**config.mk**
```make
export PLATFORM = sky130hd
export DESIGN_NAME = serial_logic_unit_flat
export DESIGN_NICKNAME = d
export VERILOG_FILES = /design/src/rtl/serial_logic_pkg.sv /design/src/rtl/serial_logic_unit_if.sv /design/src/rtl/serial_logic_bit.sv /design/src/rtl/serial_logic_unit.sv /design/src/flat_wrapper.sv
export SDC_FILE = /design/constraint.sdc
export NUM_CORES = 1
export LEC_CHECK = 0
export CAP_MARGIN = 20
export CORE_ASPECT_RATIO = 1.4
export CORE_MARGIN = 2
export CORE_UTILIZATION = 50
export DETAILED_ROUTE_END_ITERATION = 7
export DONT_BUFFER_PORTS = 1
export HOLD_SLACK_MARGIN = 0.15
export SLEW_MARGIN = 0
export SYNTH_ARGS = -nofsm -noshare
export SYNTH_HDL_FRONTEND = slang
export SYNTH_SLANG_ARGS = --single-unit
```
**constraint.sdc**
```tcl
create_clock -name clk -period 7.5 [get_ports clk]
set_clock_uncertainty 0.05 [all_clocks]
set_input_delay 1.5 -clock clk [delete_from_list [all_inputs] [get_ports clk]]
set_output_delay 1.5 -clock clk [all_outputs]
set_load 0.02 [all_outputs]
```
**src/rtl/serial_logic_pkg.sv**
```systemverilog
// rtl/serial_logic_pkg.sv - opcodes, FSM states and default width for the bit-serial logic unit
package serial_logic_pkg;

    localparam int DEFAULT_WIDTH = 16;

    localparam logic [3:1] OP_NOT  = 3'b000;
    localparam logic [3:1] OP_AND  = 3'b001;
    localparam logic [3:1] OP_OR   = 3'b010;
    localparam logic [3:1] OP_XOR  = 3'b011;
    localparam logic [3:1] OP_NAND = 3'b100;
    localparam logic [3:1] OP_NOR  = 3'b101;
    localparam logic [3:1] OP_XNOR = 3'b110;
    localparam logic [3:1] OP_PASS = 3'b111;

    typedef enum logic [1:0] {
        S_IDLE = 2'd0,
        S_RUN  = 2'd1,
        S_DONE = 2'd2
    } state_e;

endpackage

```
**src/rtl/serial_logic_unit_if.sv**
```systemverilog
// rtl/serial_logic_unit_if.sv - start/done bus of the serial logic unit; SERIAL_LOGIC_FLAGS_EN adds zero/parity
interface serial_logic_unit_if #(parameter int WIDTH = 16);

    logic [WIDTH:1] A;
    logic [WIDTH:1] B;
    logic [3:1]     op;
    logic           start;
    logic           busy;
    logic           done;
    logic [WIDTH:1] out;
`ifdef SERIAL_LOGIC_FLAGS_EN
    logic           zero;
    logic           parity;

    modport master (output A, B, op, start, input busy, done, out, zero, parity);
    modport slave  (input A, B, op, start, output busy, done, out, zero, parity);
`else
    modport master (output A, B, op, start, input busy, done, out);
    modport slave  (input A, B, op, start, output busy, done, out);
`endif

endinterface

```
**src/rtl/serial_logic_bit.sv**
```systemverilog
// rtl/serial_logic_bit.sv - one-bit combinational evaluation of the eight logic opcodes
module serial_logic_bit
    import serial_logic_pkg::*;
(
    input  logic       a,
    input  logic       b,
    input  logic [3:1] op,
    output logic       y
);

    always_comb begin
        y = 1'b0;
        case (op)
            OP_NOT:  y = ~a;
            OP_AND:  y = a & b;
            OP_OR:   y = a | b;
            OP_XOR:  y = a ^ b;
            OP_NAND: y = ~(a & b);
            OP_NOR:  y = ~(a | b);
            OP_XNOR: y = ~(a ^ b);
            OP_PASS: y = a;
            default: y = 1'b0;
        endcase
    end

endmodule

```
**src/rtl/serial_logic_unit.sv**
```systemverilog
// rtl/serial_logic_unit.sv - bit-serial logic engine, one result bit per clock; SERIAL_LOGIC_FLAGS_EN adds zero/parity flags
module serial_logic_unit
    import serial_logic_pkg::*;
#(
    parameter int WIDTH = DEFAULT_WIDTH
) (
    input  logic                clk,
    input  logic                rst,
    serial_logic_unit_if.slave  bus
);

    localparam int CW = $clog2(WIDTH + 1);

    state_e         state_q;
    logic [CW-1:0]  count_q;
    logic [WIDTH:1] a_q;
    logic [WIDTH:1] b_q;
    logic [3:1]     op_q;
    logic [WIDTH:1] work_q;
    logic [WIDTH:1] work_d;
    logic [WIDTH:1] out_q;
    logic           busy_q;
    logic           done_q;
    logic           bit_y;
`ifdef SERIAL_LOGIC_FLAGS_EN
    logic           zero_q;
    logic           parity_q;
`endif

    serial_logic_bit u_bit (
        .a  (a_q[count_q]),
        .b  (b_q[count_q]),
        .op (op_q),
        .y  (bit_y)
    );

    // work_d includes the bit evaluated this cycle, so the final edge can load out directly
    always_comb begin
        work_d = work_q;
        if (state_q == S_RUN) begin
            work_d[count_q] = bit_y;
        end
    end

    always_ff @(posedge clk) begin
        if (rst) begin
            state_q  <= S_IDLE;
            count_q  <= '0;
            a_q      <= '0;
            b_q      <= '0;
            op_q     <= '0;
            work_q   <= '0;
            out_q    <= '0;
            busy_q   <= 1'b0;
            done_q   <= 1'b0;
`ifdef SERIAL_LOGIC_FLAGS_EN
            zero_q   <= 1'b1;
            parity_q <= 1'b0;
`endif
        end else begin
            case (state_q)
                S_IDLE, S_DONE: begin
                    done_q <= 1'b0;
                    if (bus.start) begin
                        a_q     <= bus.A;
                        b_q     <= bus.B;
                        op_q    <= bus.op;
                        work_q  <= '0;
                        count_q <= CW'(1);
                        busy_q  <= 1'b1;
                        state_q <= S_RUN;
                    end else begin
                        state_q <= S_IDLE;
                    end
                end
                S_RUN: begin
                    work_q <= work_d;
                    if (count_q == CW'(WIDTH)) begin
                        out_q    <= work_d;
`ifdef SERIAL_LOGIC_FLAGS_EN
                        zero_q   <= ~|work_d;
                        parity_q <= ^work_d;
`endif
                        count_q  <= '0;
                        busy_q   <= 1'b0;
                        done_q   <= 1'b1;
                        state_q  <= S_DONE;
                    end else begin
                        count_q <= count_q + CW'(1);
                    end
                end
                default: begin
                    busy_q  <= 1'b0;
                    done_q  <= 1'b0;
                    state_q <= S_IDLE;
                end
            endcase
        end
    end

    assign bus.busy   = busy_q;
    assign bus.done   = done_q;
    assign bus.out    = out_q;
`ifdef SERIAL_LOGIC_FLAGS_EN
    assign bus.zero   = zero_q;
    assign bus.parity = parity_q;
`endif

endmodule
```
**src/flat_wrapper.sv**
```systemverilog
// flat-port wrapper written by rule: the top's interface ports become plain ports
module serial_logic_unit_flat import serial_logic_pkg::*;
#(
    parameter int WIDTH = DEFAULT_WIDTH
)
  (clk, rst, bus_A, bus_B, bus_op, bus_start, bus_busy, bus_done, bus_out);
  serial_logic_unit_if #(.WIDTH(WIDTH)) bus_i ();
  input  logic clk;
  input  logic rst;
  input wire logic [$bits(bus_i.A)-1:0] bus_A;
  input wire logic [$bits(bus_i.B)-1:0] bus_B;
  input wire logic [$bits(bus_i.op)-1:0] bus_op;
  input wire logic [$bits(bus_i.start)-1:0] bus_start;
  output wire logic [$bits(bus_i.busy)-1:0] bus_busy;
  output wire logic [$bits(bus_i.done)-1:0] bus_done;
  output wire logic [$bits(bus_i.out)-1:0] bus_out;
  assign bus_i.A = bus_A;
  assign bus_i.B = bus_B;
  assign bus_i.op = bus_op;
  assign bus_i.start = bus_start;
  assign bus_busy = bus_i.busy;
  assign bus_done = bus_i.done;
  assign bus_out = bus_i.out;
  serial_logic_unit #(.WIDTH(WIDTH)) u_core (.clk(clk), .rst(rst), .bus(bus_i));
endmodule
```
After elaboration in Yosys (flattened, before gate mapping). Cells that the tools add are included.

Register bits after elaboration: 76. Output and inout bits: 18. Word-level logic and storage cells: 61.

Add/sub/neg operators: 1. $lt $le $gt $ge: 2. Eq/ne operators: 12. Muxes and demuxes: 19. Bitwise logic cells: 8. Reduce and logical (&&, ||, !) cells: 10.

Operators with widths (number): one-hot mux 16 bit (2 select lines) (1); bitwise mux 16 bit (1); 2-to-1 mux 16 bit (1); == test 3 bit (second input constant) (4); binary-select mux 1 bit (select 5 bit) (2); 2-to-1 mux 5 bit (2); one-hot mux 5 bit (2 select lines) (1); one-hot mux 1 bit (8 select lines) (1); AND reduction 2 bit (4); == test 3 x 2 -> 1 bit (second input constant) (2); less-than comparator 5 x 6 -> 1 bit (second input constant) (1); 2-to-1 mux 1 bit (6); adder 5 x 1 -> 5 bit (second input constant) (1); demux 1 bit (select 5 bit) (1); == test 5 bit (second input constant) (1); greater-or-equal comparator 5 x 1 -> 1 bit (second input constant) (1); NOT 1 bit (5); inequality test 2 bit (second input constant) (2); one-hot mux 2 bit (2 select lines) (1); OR reduction 2 bit (2); == test 3 x 1 -> 1 bit (second input constant) (1); logical NOT 3 bit (1); == test 2 x 1 -> 1 bit (second input constant) (1); == test 2 bit (second input constant) (1); other kinds (8) (8).

Depth between registers and ports, before layout. Gate-level depths: netlist of the first run.

Depth in word-level cells: 7. Depth in mapped cells: 15.

Hierarchy. A second synthesis of the first run with hierarchy kept.

Cells, all modules: 386. Area total of the unflattened synthesis: 3329.4 sq um.

Modules (own cells, without submodules): serial_logic_unit (times used 1, cells an instance 368, area each 3220.6 sq um, sequential area each 1521.5 sq um); serial_logic_bit (times used 1, cells an instance 18, area each 108.9 sq um, sequential area each 0.0 sq um).

Worst setup path before layout of the first run. Ideal clock, no wire load.

Path kind: register -> register. Start point: register u_core.count_q[0]. End point: register u_core.work_q[13] in the netlist's numbering. Library setup time: 0.084 ns. Data arrival time: 2.967 ns. Data required time: 7.366 ns. Setup slack: 4.398 ns. Stages on the path, launching flop included: 14. Buffers on the path: 2. Period minus slack after synthesis: 3.102 ns. Path through: dfxtp_1 -> buf_6 -> mux4_2 -> mux2_2 -> a21oi_1 -> nor2_1 -> a221oi_1 -> inv_1 -> ha_1 -> a211o_1 -> a31oi_1 -> mux2i_4 -> buf_12 -> o31ai_2.

Longest elaborated chain between the ends: 7.

Ends and longest elaborated chain: start: declaration (line serial_logic_unit.sv:15) `logic [CW-1:0] count_q;`; start signal: assignment (line serial_logic_unit.sv:89) `count_q <= count_q + CW'(1);`; binary-select mux 1 bit (select 5 bit), on equally long branches (line serial_logic_unit.sv:31, serial_logic_unit.sv:32); 2-to-1 mux 1 bit, on equally long branches (line serial_logic_unit.sv:31, serial_logic_unit.sv:32); bitwise XOR 1 bit (tied with other cells) (line serial_logic_bit.sv:17, serial_logic_bit.sv:20); NOT 1 bit, on equally long branches (line serial_logic_bit.sv:20, serial_logic_bit.sv:18, serial_logic_bit.sv:19); one-hot mux 1 bit (8 select lines) (line serial_logic_bit.sv:13) `case (op)`; bitwise mux 16 bit * (line serial_logic_unit.sv:41) `work_d[count_q] = bit_y;`; one-hot mux 16 bit (2 select lines) * (line serial_logic_unit.sv:61) `case (state_q)`; end signal: assignment (line serial_logic_unit.sv:77) `work_q <= work_d;`; end: declaration (line serial_logic_unit.sv:19) `logic [WIDTH:1] work_q;`.

Mark *: on every way between the ends. The rest lies on a longest branch, timed or not. The select of a mux whose other input is x is not followed. A chain may end at the register's enable or synchronous reset.

Final worst setup path of the first run.
Start point: register u_core.count_q[0]. End point: register u_core.work_q[7] in the netlist's numbering.

Same word-level chain as after synthesis.

==> flow_summary_export.csv, run 1 <==
group,metric,value,unit
floorplanning,die_area,7450,µm²
yosys,ys_seq_area_share,44.4,%
drt,routed_wl,6990,µm
clock_tree,clkTransAtPathRegs,80,ps
yosys,syn_area,3380,µm²
cells_and_area,syn_to_final_growth,6.88,%
placement,dpl_cell_area,3350,µm²
placement,place_hpwl,4710,µm
timing,period_share,48.5,%
drt,wl_per_cell,14.8,µm
placement,dp_cells,455,
power_and_ir_drop,total_power,0.879,mW
timing,rsz0062_at_grt,"no",
yosys,syn_inst,414,
clock_tree,ctsHoldBuffers,0,
power_and_ir_drop,p_per_area,243,nW/µm²
critical_path,cp-start-kind,"flop",
global_route,busiest_layer,"met2",
timing,final.setup.tns,0,ps
yosys,synth_edf_count,0,
clock_tree,cts-root-buf,"clkbuf_8",
cells_and_area,num-nets-final,437,
status,outcome,"completed",
drt,route.detailed.drc,0,
timing,finalSetupViolCount,0,
floorplanning,ios,56,
global_route,antenna_found_initial,0,
clock_tree,cts_setup_buffers,0,
yosys,synthArstFlopShare,0,%
cells_and_area,drive_gt1_share,10.3,%
global_route,grt_start_max_net_pins,58,
power_and_ir_drop,p_leak,1.38,nW
timing,timing.fmax,0.275,GHz
timing,tightestPinTransition,1070,ps
clock_tree,clk_latency,340,ps
run,cap_violations,0,
drt,dr.pass1.iters,4,
cells_and_area,stdcell_area,3610,µm²
clock_tree,cts_resized,0,
power_and_ir_drop,vdd_ir_drop_max,0.124,mV
global_route,grt_use_met1,23.6,%
drt,antenna_left,0,
critical_path,cp-end-kind,"flop",
cells_and_area,antennaDiodeCount,0,
yosys,netlist_top_cells_area,"dfxtp_1 44%, nand2_1 11%, a21oi_1 11%",
clock_tree,cts_htree_levels,3,
timing,holdWs,400,ps
yosys,synth.largest_area_cell,"dfxtp_1",
yosys,synth_top_area_share,44.4,%
drt,vias,2694,
timing,final.setup.worst_slack,3860,ps
yosys,syn_nets,458,
global_route,grtUsageTotal,19.9,%
floorplanning,fp.dieH,101,µm
floorplanning,rows,35,
clock_tree,cts_tree,"built",
placement,gp_congestion,0.769,
timing,drv_slew,0,
cells_and_area,fin_cells,472,
floorplanning,core,6570,µm²
clock_tree,clockBufferDepth,2,
critical_path,critical_path_class,"reg -> reg",
yosys,syn_avg_cell_area,8.17,µm²
yosys,ys_ff_latch,75,
floorplanning,start_util,51.5,%
yosys,synth_most_common_cell,"nand2_1",
drt,vias_per_cell,5.71,
timing,period_needed,3640,ps
critical_path,path_max_fanout,16,
critical_path,crit_slowest_cell,"dfxtp_1",
critical_path,cp_data_required_time,7630,ps
yosys,synth_common_cells,"99 x nand2_1, 75 x dfxtp_1, 74 x a21oi_1",
critical_path,critPathArrivalTime,3770,ps
global_route,use_met3,3.88,%
min_path,holdCritPathClass,"reg -> reg",
global_route,grt-ovfl-total,0,
yosys,ys.flop_type,"dfxtp_1",
global_route,globalRouteMet2Util,35.2,%
floorplanning,die_x,73.5,µm
timing,hold_viol_final,0,
critical_path,slowest_delay,600,ps
drt,drt_iter0_markers,138,
yosys,yosysWarnings,0,
global_route,first_global_vias,2456,
yosys,synth_cell_types,41,
clock_tree,numCtsBuffers,9,
placement,place_ws,3830,ps
timing,slew_headroom,28.1,%
global_route,grt_pass1_wl,11600,µm
cells_and_area,final_util,55.0,%
clock_tree,numClockSinks,75,
placement,port-buffer-count,0,
critical_path,path_cells,"mux4_2, mux2_2, a21oi_1, nor2_1, a221oi_1, ha_1, nand3b_1, o211ai_1, o21ai_0, a31oi_1, mux2i_4, o31ai_1",
cell families (layout without fill, tap and decap cells):
family | after synthesis | after routing | share of synthesized area, %
muxes | 11 | 11 | 5.62
adders and majority gates | 6 | 6 | 2.22
DFF | 75 | 75 | 44.4
xor gates and xnor gates | 1 | 1 | 0.259
AOI/OAI and AO/OA | 139 | 139 | 24.5
and+or+nand+nor | 142 | 142 | 17.8
buffers and inverters | 40 | 24 | 5.22
report_power, final:
part	switching [mW]	internal [mW]	total [mW]
sequential	0.0142	0.413	0.427
clock	0.149	0.222	0.370
combinational	0.0506	0.0307	0.0813
routing by layer:
layer / wire [µm] / vias to the layer above
met4: 82 / 0
met5: 0 / -
met3: 200 / 7
met2: 3660 / 46
li1: - / 1386
met1: 3050 / 1255
placed cells by master (no fill, tap or decap), drive strengths merged, types with 2 or more instances in the layout:
cell,count
a21oi,74
a31oi,2
and3,2
buf,4
bufinv,3
clkbuf,10
clkinvlp,2
dfxtp,75
ha,6
inv,4
mux2i,5
mux4,5
nand2,99
nand2b,3
nand3,13
nor2,13
nor2b,6
nor3,3
o21ai,31
o21bai,15
o31ai,8
path summary, 6_finish.rpt:
check / startpoint / to / slack (ps) / cells past startpoint
max reg2reg: u_core.count_q[0]$_SDFFE_PP0P_ / u_core.work_q[7]$_SDFFE_PP0P_ / 3860 / 12
max: u_core.count_q[0]$_SDFFE_PP0P_ / u_core.work_q[7]$_SDFFE_PP0P_ / 3860 / 12
min reg2reg: u_core.a_q[13]$_SDFFE_PP0P_ / u_core.a_q[13]$_SDFFE_PP0P_ / 400 / 2
min: u_core.a_q[13]$_SDFFE_PP0P_ / u_core.a_q[13]$_SDFFE_PP0P_ / 400 / 2
registers in the layout, summed over array words and instances, names as in the netlist, 2 cells and up:
name and count:
u_core.state_q 2, u_core.bus.out 16, u_core.op_q 3, u_core.work_q 15
u_core.count_q 5, u_core.a_q 16, u_core.b_q 16
layout make-up:
| cell class | instances | area (µm²) |
|---|---|---|
| Clock buffer | 10 | 128 |
| Clock inverter | 6 | 114 |
| Fill cell | 638 | 2950 |
| Inverter | 4 | 15.0 |
| Multi-Input combinational cell | 299 | 1710 |
| Sequential cell | 75 | 1500 |
| Tap cell | 74 | 92.6 |
| Timing Repair Buffer | 4 | 50.0 |
critical path, delay by kind of cell, from the launching register on:
family | cells | cell delay [ps]
and+or+nand+nor | 2 | 150
muxes | 3 | 1410
adders and majority gates | 1 | 310
AOI/OAI and AO/OA | 6 | 980
DFF | 1 | 600
No activity file was read; power rests on OpenSTA's default activity.
==> run 2, diff against run 1 <==
==> constraint.sdc (replaced) <==
create_clock -name clk -period 3.7 [get_ports clk]
set_clock_uncertainty 0.05 [all_clocks]
set_input_delay 0.74 -clock clk [delete_from_list [all_inputs] [get_ports clk]]
set_output_delay 0.74 -clock clk [all_outputs]
set_load 0.02 [all_outputs]
==> run 2 against run 1 <==
Effect of this change:
- critical path type unchanged
- non-clock buffer count rose by 10
- hold slack worse by 0.54 ps
- first-iteration DRC count is 3.6% lower
- power increased by 110%
- critical endpoint is now u_core.work_q[14]$_SDFFE_PP0P_
- core utilization increased by 0.97 points
- global-route usage is 0.11 points higher
- count of clock-buffer cells in the layout increased by 1
- via count increased by 1.2%
- sequential power up 100%
==> flow_summary_export.csv, run 2 (synthesized netlist as in run 1, its figures left out) <==
group,metric,value,unit
status,outcome,"completed",
critical_path,critical_path.top_delay_family,"multiplexers",
floorplanning,rows,35,
power_and_ir_drop,vdd_ir_drop_max,0.270,mV
global_route,grtUsageTotal,20.0,%
min_path,min_from,"u_core.b_q[2]$_SDFFE_PP0P_",
critical_path,cp-start-kind,"flop",
drt,route.detailed.drc,0,
clock_tree,numCtsBuffers,9,
global_route,grt_pass1_wl,11700,µm
global_route,grt-ovfl-total,0,
drt,vias,2727,
critical_path,crit_slowest_cell,"mux4_2",
timing,drv_slew,0,
clock_tree,cts_tree,"built",
clock_tree,ctsHoldBuffers,0,
global_route,grt_start_max_net_pins,58,
drt,drt_iter0_markers,133,
global_route,antenna_found_initial,0,
drt,vias_per_cell,5.67,
placement,port-buffer-count,0,
critical_path,slowest_delay,530,ps
power_and_ir_drop,p_leak,1.43,nW
clock_tree,numClockSinks,75,
cells_and_area,final_common_cell,"nand2_1",
critical_path,cp-end-kind,"flop",
cells_and_area,syn_to_final_growth,8.77,%
cells_and_area,layout_common_cells,"99 x nand2_1, 75 x dfxtp_1, 74 x a21oi_1",
clock_tree,cts_htree_levels,3,
drt,routed_wl,7010,µm
timing,period_share,91.4,%
critical_path,path_max_fanout,12,
timing,slew_headroom,33.9,%
critical_path,cp_data_required_time,3850,ps
floorplanning,die_x,73.5,µm
critical_path,path_cells,"mux4_2, mux2_2, a21oi_1, nor2_1, a221oi_1, ha_1, nand3b_1, o211ai_1, o21ai_0, a31oi_2, mux2i_4, buf_4, o31ai_2",
timing,hold_viol_final,0,
drt,antenna_left,0,
cells_and_area,drive_gt1_share,12.5,%
clock_tree,clkTransAtPathRegs,80,ps
clock_tree,cts-root-buf,"clkbuf_8",
clock_tree,clockBufferDepth,2,
floorplanning,fp.dieH,101,µm
critical_path,critPathArrivalTime,3530,ps
timing,tightestPinTransition,992,ps
critical_path,startpoint,"u_core.count_q[0]$_SDFFE_PP0P_",
cells_and_area,num-nets-final,447,
floorplanning,die_area,7450,µm²
global_route,first_global_vias,2504,
power_and_ir_drop,p_per_area,496,nW/µm²
drt,dr.pass1.iters,5,
cells_and_area,antennaDiodeCount,0,
timing,final.setup.tns,0,ps
run,cap_violations,0,
timing,timing.fmax,0.296,GHz
floorplanning,start_util,51.5,%
min_path,holdCritPathClass,"reg -> reg",
timing,finalSetupViolCount,0,
timing,rsz0062_at_grt,"no",
critical_path,critical_path_class,"reg -> reg",
drt,wl_per_cell,14.6,µm
placement,gp_congestion,0.830,
floorplanning,ios,56,
floorplanning,core,6570,µm²
timing,holdWs,399,ps
clock_tree,clk_latency,350,ps
placement,place_hpwl,4720,µm
critical_path,cp_num_buf_inv,1,
critical_path,r2r_start,"u_core.count_q[0]$_SDFFE_PP0P_",
timing,period_needed,3380,ps
## run 2: metrics by stage
step                std cells  worst slack [ps]  area (µm²)  total power, mW  util, %
finish                    481               319        3680             1.82     56.0
floorplan                 414               598        3380             1.03        -
global route              481              7.14        3680             1.90     56.0
global placement          462               331        3390             1.05     51.7
CTS                       477               177        3640             1.83     55.4
detailed placement        462               219        3390             1.06     51.7
## run 2: worst register-to-register path, delay by kind of cell (launching register included)
family | cells | cell delay [ps]
muxes | 3 | 1180
adders and majority gates | 1 | 310
DFF | 1 | 450
buffers and inverters | 1 | 210
AOI/OAI and AO/OA | 6 | 870
and+or+nand+nor | 2 | 150
## run 2: report_power, final
group	internal, mW	leakage [nW]	switching (mW)	total (mW)
Combinational	0.0780	0.699	0.111	0.189
Sequential	0.837	0.610	0.0229	0.860
Clock	0.481	0.122	0.293	0.774
Total	1.40	1.43	0.427	1.82
## run 2: area by class of cell
| type | count | area [µm²] |
|---|---|---|
| Clock buffer | 11 | 151 |
| Multi-Input combinational cell | 299 | 1720 |
| Sequential cell | 75 | 1500 |
| Fill cell | 628 | 2890 |
| Clock inverter | 4 | 97.6 |
| Timing Repair Buffer | 14 | 105 |
| Inverter | 4 | 15.0 |
| Tap cell | 74 | 92.6 |
## run 2: per-layer routing
| layer | global-route usage (%) | vias up | share of wire (%) |
|---|---|---|---|
| li1 | - | 1398 | - |
| met1 | 24.5 | 1263 | 44 |
| met2 | 33.9 | 54 | 51 |
| met3 | 3.58 | 12 | 3.3 |
| met4 | 8.81 | 0 | 1.8 |
| met5 | 0 | - | 0 |
## run 2: path summary, 6_finish.rpt
path / endpoint / slack [ps] / cells past startpoint
worst min register to register: u_core.b_q[2]$_SDFFE_PP0P_ / 400 / 2
worst max register to register: u_core.work_q[14]$_SDFFE_PP0P_ / 320 / 13
worst max-delay path: u_core.work_q[14]$_SDFFE_PP0P_ / 320 / 13
worst min-delay path: u_core.b_q[2]$_SDFFE_PP0P_ / 400 / 2
## run 2: timing repair
action,CTS,global route
setup endpoints to repair,0,7
setup buffers,0,4
gates resized for setup,0,1
==> run 3, diff against run 2 <==
--- a/config.mk
+++ b/config.mk
@@ -5,6 +5,7 @@
 export SDC_FILE = /design/constraint.sdc
 export NUM_CORES = 1
 export LEC_CHECK = 0
+export ABC_AREA = 1
 export CAP_MARGIN = 20
 export CORE_ASPECT_RATIO = 1.4
 export CORE_MARGIN = 2
==> run 3 against run 2 <==
Effect of this change:
- first-iteration DRC count up 9.0%
- power down 6.3%
- core utilization down 1.3 points
- sequential power up 2%
- final cell count up 30%
- die area up 6.5%
- final area up 3.9%
- non-clock buffer count down 10
- via count up 16%
- global-route usage up 2.3 points
==> flow_summary_export.csv, run 3 <==
group,metric,value,unit
yosys,synth_top_area_share,41.6,%
yosys,synth_cell_types,30,
yosys,syn_nets,575,
clock_tree,cts_resized,0,
global_route,grtUsageTotal,22.3,%
placement,dpl_cell_area,3630,µm²
global_route,grt_start_max_net_pins,49,
power_and_ir_drop,pwr-share-comb,12.6,%
critical_path,cp-start-kind,"flop",
global_route,grt-ovfl-total,0,
placement,gp_congestion,0.787,
power_and_ir_drop,clkPwrFrac,36.1,%
timing,period_needed,3180,ps
clock_tree,clockBufferDepth,2,
critical_path,r2r_end,"u_core.work_q[2]$_SDFFE_PP0P_",
cells_and_area,stdcell_area,3820,µm²
timing,finalSetupViolCount,0,
yosys,netlist_top_cells_area,"dfxtp_1 42%, nand2_1 13%, nor2_1 11%",
min_path,min_from,"rst",
yosys,synth_common_cells,"123 x nand2_1, 109 x nor2_1, 75 x dfxtp_1",
cells_and_area,regArea,1500,µm²
run,cap_violations,0,
cells_and_area,drive_gt1_share,7.95,%
power_and_ir_drop,p_switching,0.480,mW
drt,drt_iter0_markers,145,
global_route,first_global_vias,2917,
floorplanning,fp.dieH,105,µm
floorplanning,start_util,51.7,%
power_and_ir_drop,p_seq_share,51.3,%
yosys,yosysWarnings,0,
cells_and_area,num-nets-final,567,
timing,slew_headroom,43.6,%
critical_path,cp-end-kind,"flop",
floorplanning,core,6980,µm²
critical_path,path_max_fanout,20,
cells_and_area,final_common_cell,"nand2_1",
min_path,holdPathStages,1,
yosys,ys.flop_type,"dfxtp_1",
yosys,synthArstFlopShare,0,%
clock_tree,clkTransAtPathRegs,80,ps
power_and_ir_drop,p_int,1.23,mW
yosys,syn_inst,531,
global_route,antenna_found_initial,0,
yosys,synth.largest_area_cell,"dfxtp_1",
critical_path,cp_data_required_time,3900,ps
clock_tree,cts-root-buf,"clkbuf_8",
placement,place_ws,484,ps
clock_tree,clk_latency,360,ps
min_path,holdCritPathClass,"in -> reg",
cells_and_area,final_util,54.7,%
cells_and_area,antennaDiodeCount,0,
clock_tree,cts_htree_levels,3,
cells_and_area,multiInputGateArea,1790,µm²
global_route,grt_pass1_wl,13500,µm
yosys,synth_most_common_cell,"nand2_1",
power_and_ir_drop,vdd_ir_drop_max,0.330,mV
timing,timing.fmax,0.314,GHz
drt,route.detailed.drc,0,
floorplanning,die_x,75.8,µm
cells_and_area,fillers,718,
cells_and_area,layout_common_cells,"123 x nand2_1, 109 x nor2_1, 75 x dfxtp_1",
yosys,ys_seq_area_share,41.6,%
critical_path,r2r_start,"u_core.count_q[0]$_SDFFE_PP0P_",
min_path,hold-path-endpoint,"u_core.bus.busy$_SDFFE_PP0P_",
yosys,synth_edf_count,0,
floorplanning,rows,36,
clock_tree,cts_setup_buffers,0,
power_and_ir_drop,swShare,28.1,%
clock_tree,numClockSinks,75,
status,outcome,"completed",
critical_path,critical_path_class,"reg -> reg",
drt,dr.pass1.iters,4,
yosys,ys_ff_latch,75,
timing,rsz0062_at_grt,"no",
timing,tightestPinTransition,846,ps
cells_and_area,syn_to_final_growth,5.78,%
yosys,syn_area,3610,µm²
power_and_ir_drop,total_power,1.71,mW
critical_path,r2r_slack,520,ps
timing,final.setup.tns,0,ps
timing,final.setup.worst_slack,517,ps
timing,drv_slew,0,
drt,vias_per_cell,5.08,
critical_path,ff2ff_path_depth,15,
power_and_ir_drop,p_per_area,447,nW/µm²
drt,antenna_left,0,
floorplanning,ios,56,
yosys,syn_avg_cell_area,6.80,µm²
critical_path,critPathArrivalTime,3390,ps
timing,hold_viol_final,0,
clock_tree,ctsHoldBuffers,0,
drt,vias,3166,
timing,period_share,86.0,%
placement,place_hpwl,5690,µm
floorplanning,die_area,7930,µm²
clock_tree,numCtsBuffers,9,
clock_tree,cts_tree,"built",
placement,port-buffer-count,0,
drt,wl_per_cell,13.1,µm
drt,routed_wl,8180,µm
power_and_ir_drop,p_leak,1.78,nW
-- run 3: changes by cell type after synthesis, sizes merged, moves of 7 or more --
cell and delta:
a21oi -59, clkbuf -18, inv +47, nand2 +27, nand3 +32, nor2 +100, o21ai +31, o21bai -14
o31ai -7
-- run 3: through the flow --
step	instances	hold slack (ps)
after floorplan	531	369
after global placement	607	380
after detailed placement	607	384
after CTS	623	376
after global routing	623	389
final	623	399
-- run 3: kinds of logic after synthesis --
family                   share of synthesized area [%]
AND/OR/NAND/NOR                                   34.2
buffers and inverters                             8.94
flip-flops                                        41.6
XOR/XNOR                                         0.243
adder cells (fa/ha/maj)                           2.08
AO/OA/AOI/OAI                                     13.0
-- run 3: layout make-up --
type | instances | share of cell area, %
tap | 95 | 3.11
timing repair buffer | 4 | 0.786
clock inverter | 1 | 0.131
multi-input combinational | 382 | 46.8
sequential | 75 | 39.3
clock buffer | 15 | 4.88
inverter | 51 | 5.01
-- run 3: power by group through the flow --
stage / Clock, mW / Combinational, mW / Sequential [mW]
CTS: 0.631 / 0.217 / 0.877
finish: 0.617 / 0.214 / 0.877
global placement: 0 / 0.211 / 0.895
detailed placement: 0 / 0.216 / 0.896
global route: 0.657 / 0.245 / 0.882
floorplan: 0 / 0.186 / 0.885
-- run 3: worst max path at each step --
| stage | to | slack (ps) | startpoint | cells after the start |
|---|---|---|---|---|
| 4_1_cts | u_core.bus.out[1]$_SDFFE_PP0P_ | 470 | u_core.count_q[0]$_SDFFE_PP0P_ | 15 |
| 2_1_floorplan | u_core.bus.out[15]$_SDFFE_PP0P_ | 1030 | u_core.count_q[0]$_SDFFE_PP0P_ | 17 |
| 3_5_place_dp | u_core.bus.out[3]$_SDFFE_PP0P_ | 480 | u_core.count_q[0]$_SDFFE_PP0P_ | 15 |
| 6_report | u_core.work_q[2]$_SDFFE_PP0P_ | 520 | u_core.count_q[0]$_SDFFE_PP0P_ | 15 |
| 3_3_place_gp | u_core.bus.out[5]$_SDFFE_PP0P_ | 590 | u_core.count_q[0]$_SDFFE_PP0P_ | 15 |
| 5_1_grt | u_core.bus.out[6]$_SDFFE_PP0P_ | 170 | u_core.count_q[0]$_SDFFE_PP0P_ | 15 |
-- run 3: layer usage --
| layer | up-vias | GRT usage, % | wire, µm |
|---|---|---|---|
| li1 | 1668 | - | - |
| met1 | 1436 | 25.4 | 3560 |
| met2 | 51 | 38.9 | 4210 |
| met3 | 11 | 3.57 | 244 |
| met4 | 0 | 10.0 | 162 |
| met5 | - | 0 | 0 |
-- run 3: worst max-delay path, stage by stage, from the launching register on --
cell and delay, ps:
dfxtp_1 640, inv_2 280, nor2_1 140, o21ai_0 120, nand2_1 70, nand3_1 70, a211oi_1 320, ha_1 310
nand3_1 80, o21ai_0 80, o31ai_1 340, nand2_4 230, nand3_1 150, nand2_1 60, nand2_1 60, nand2_1 50
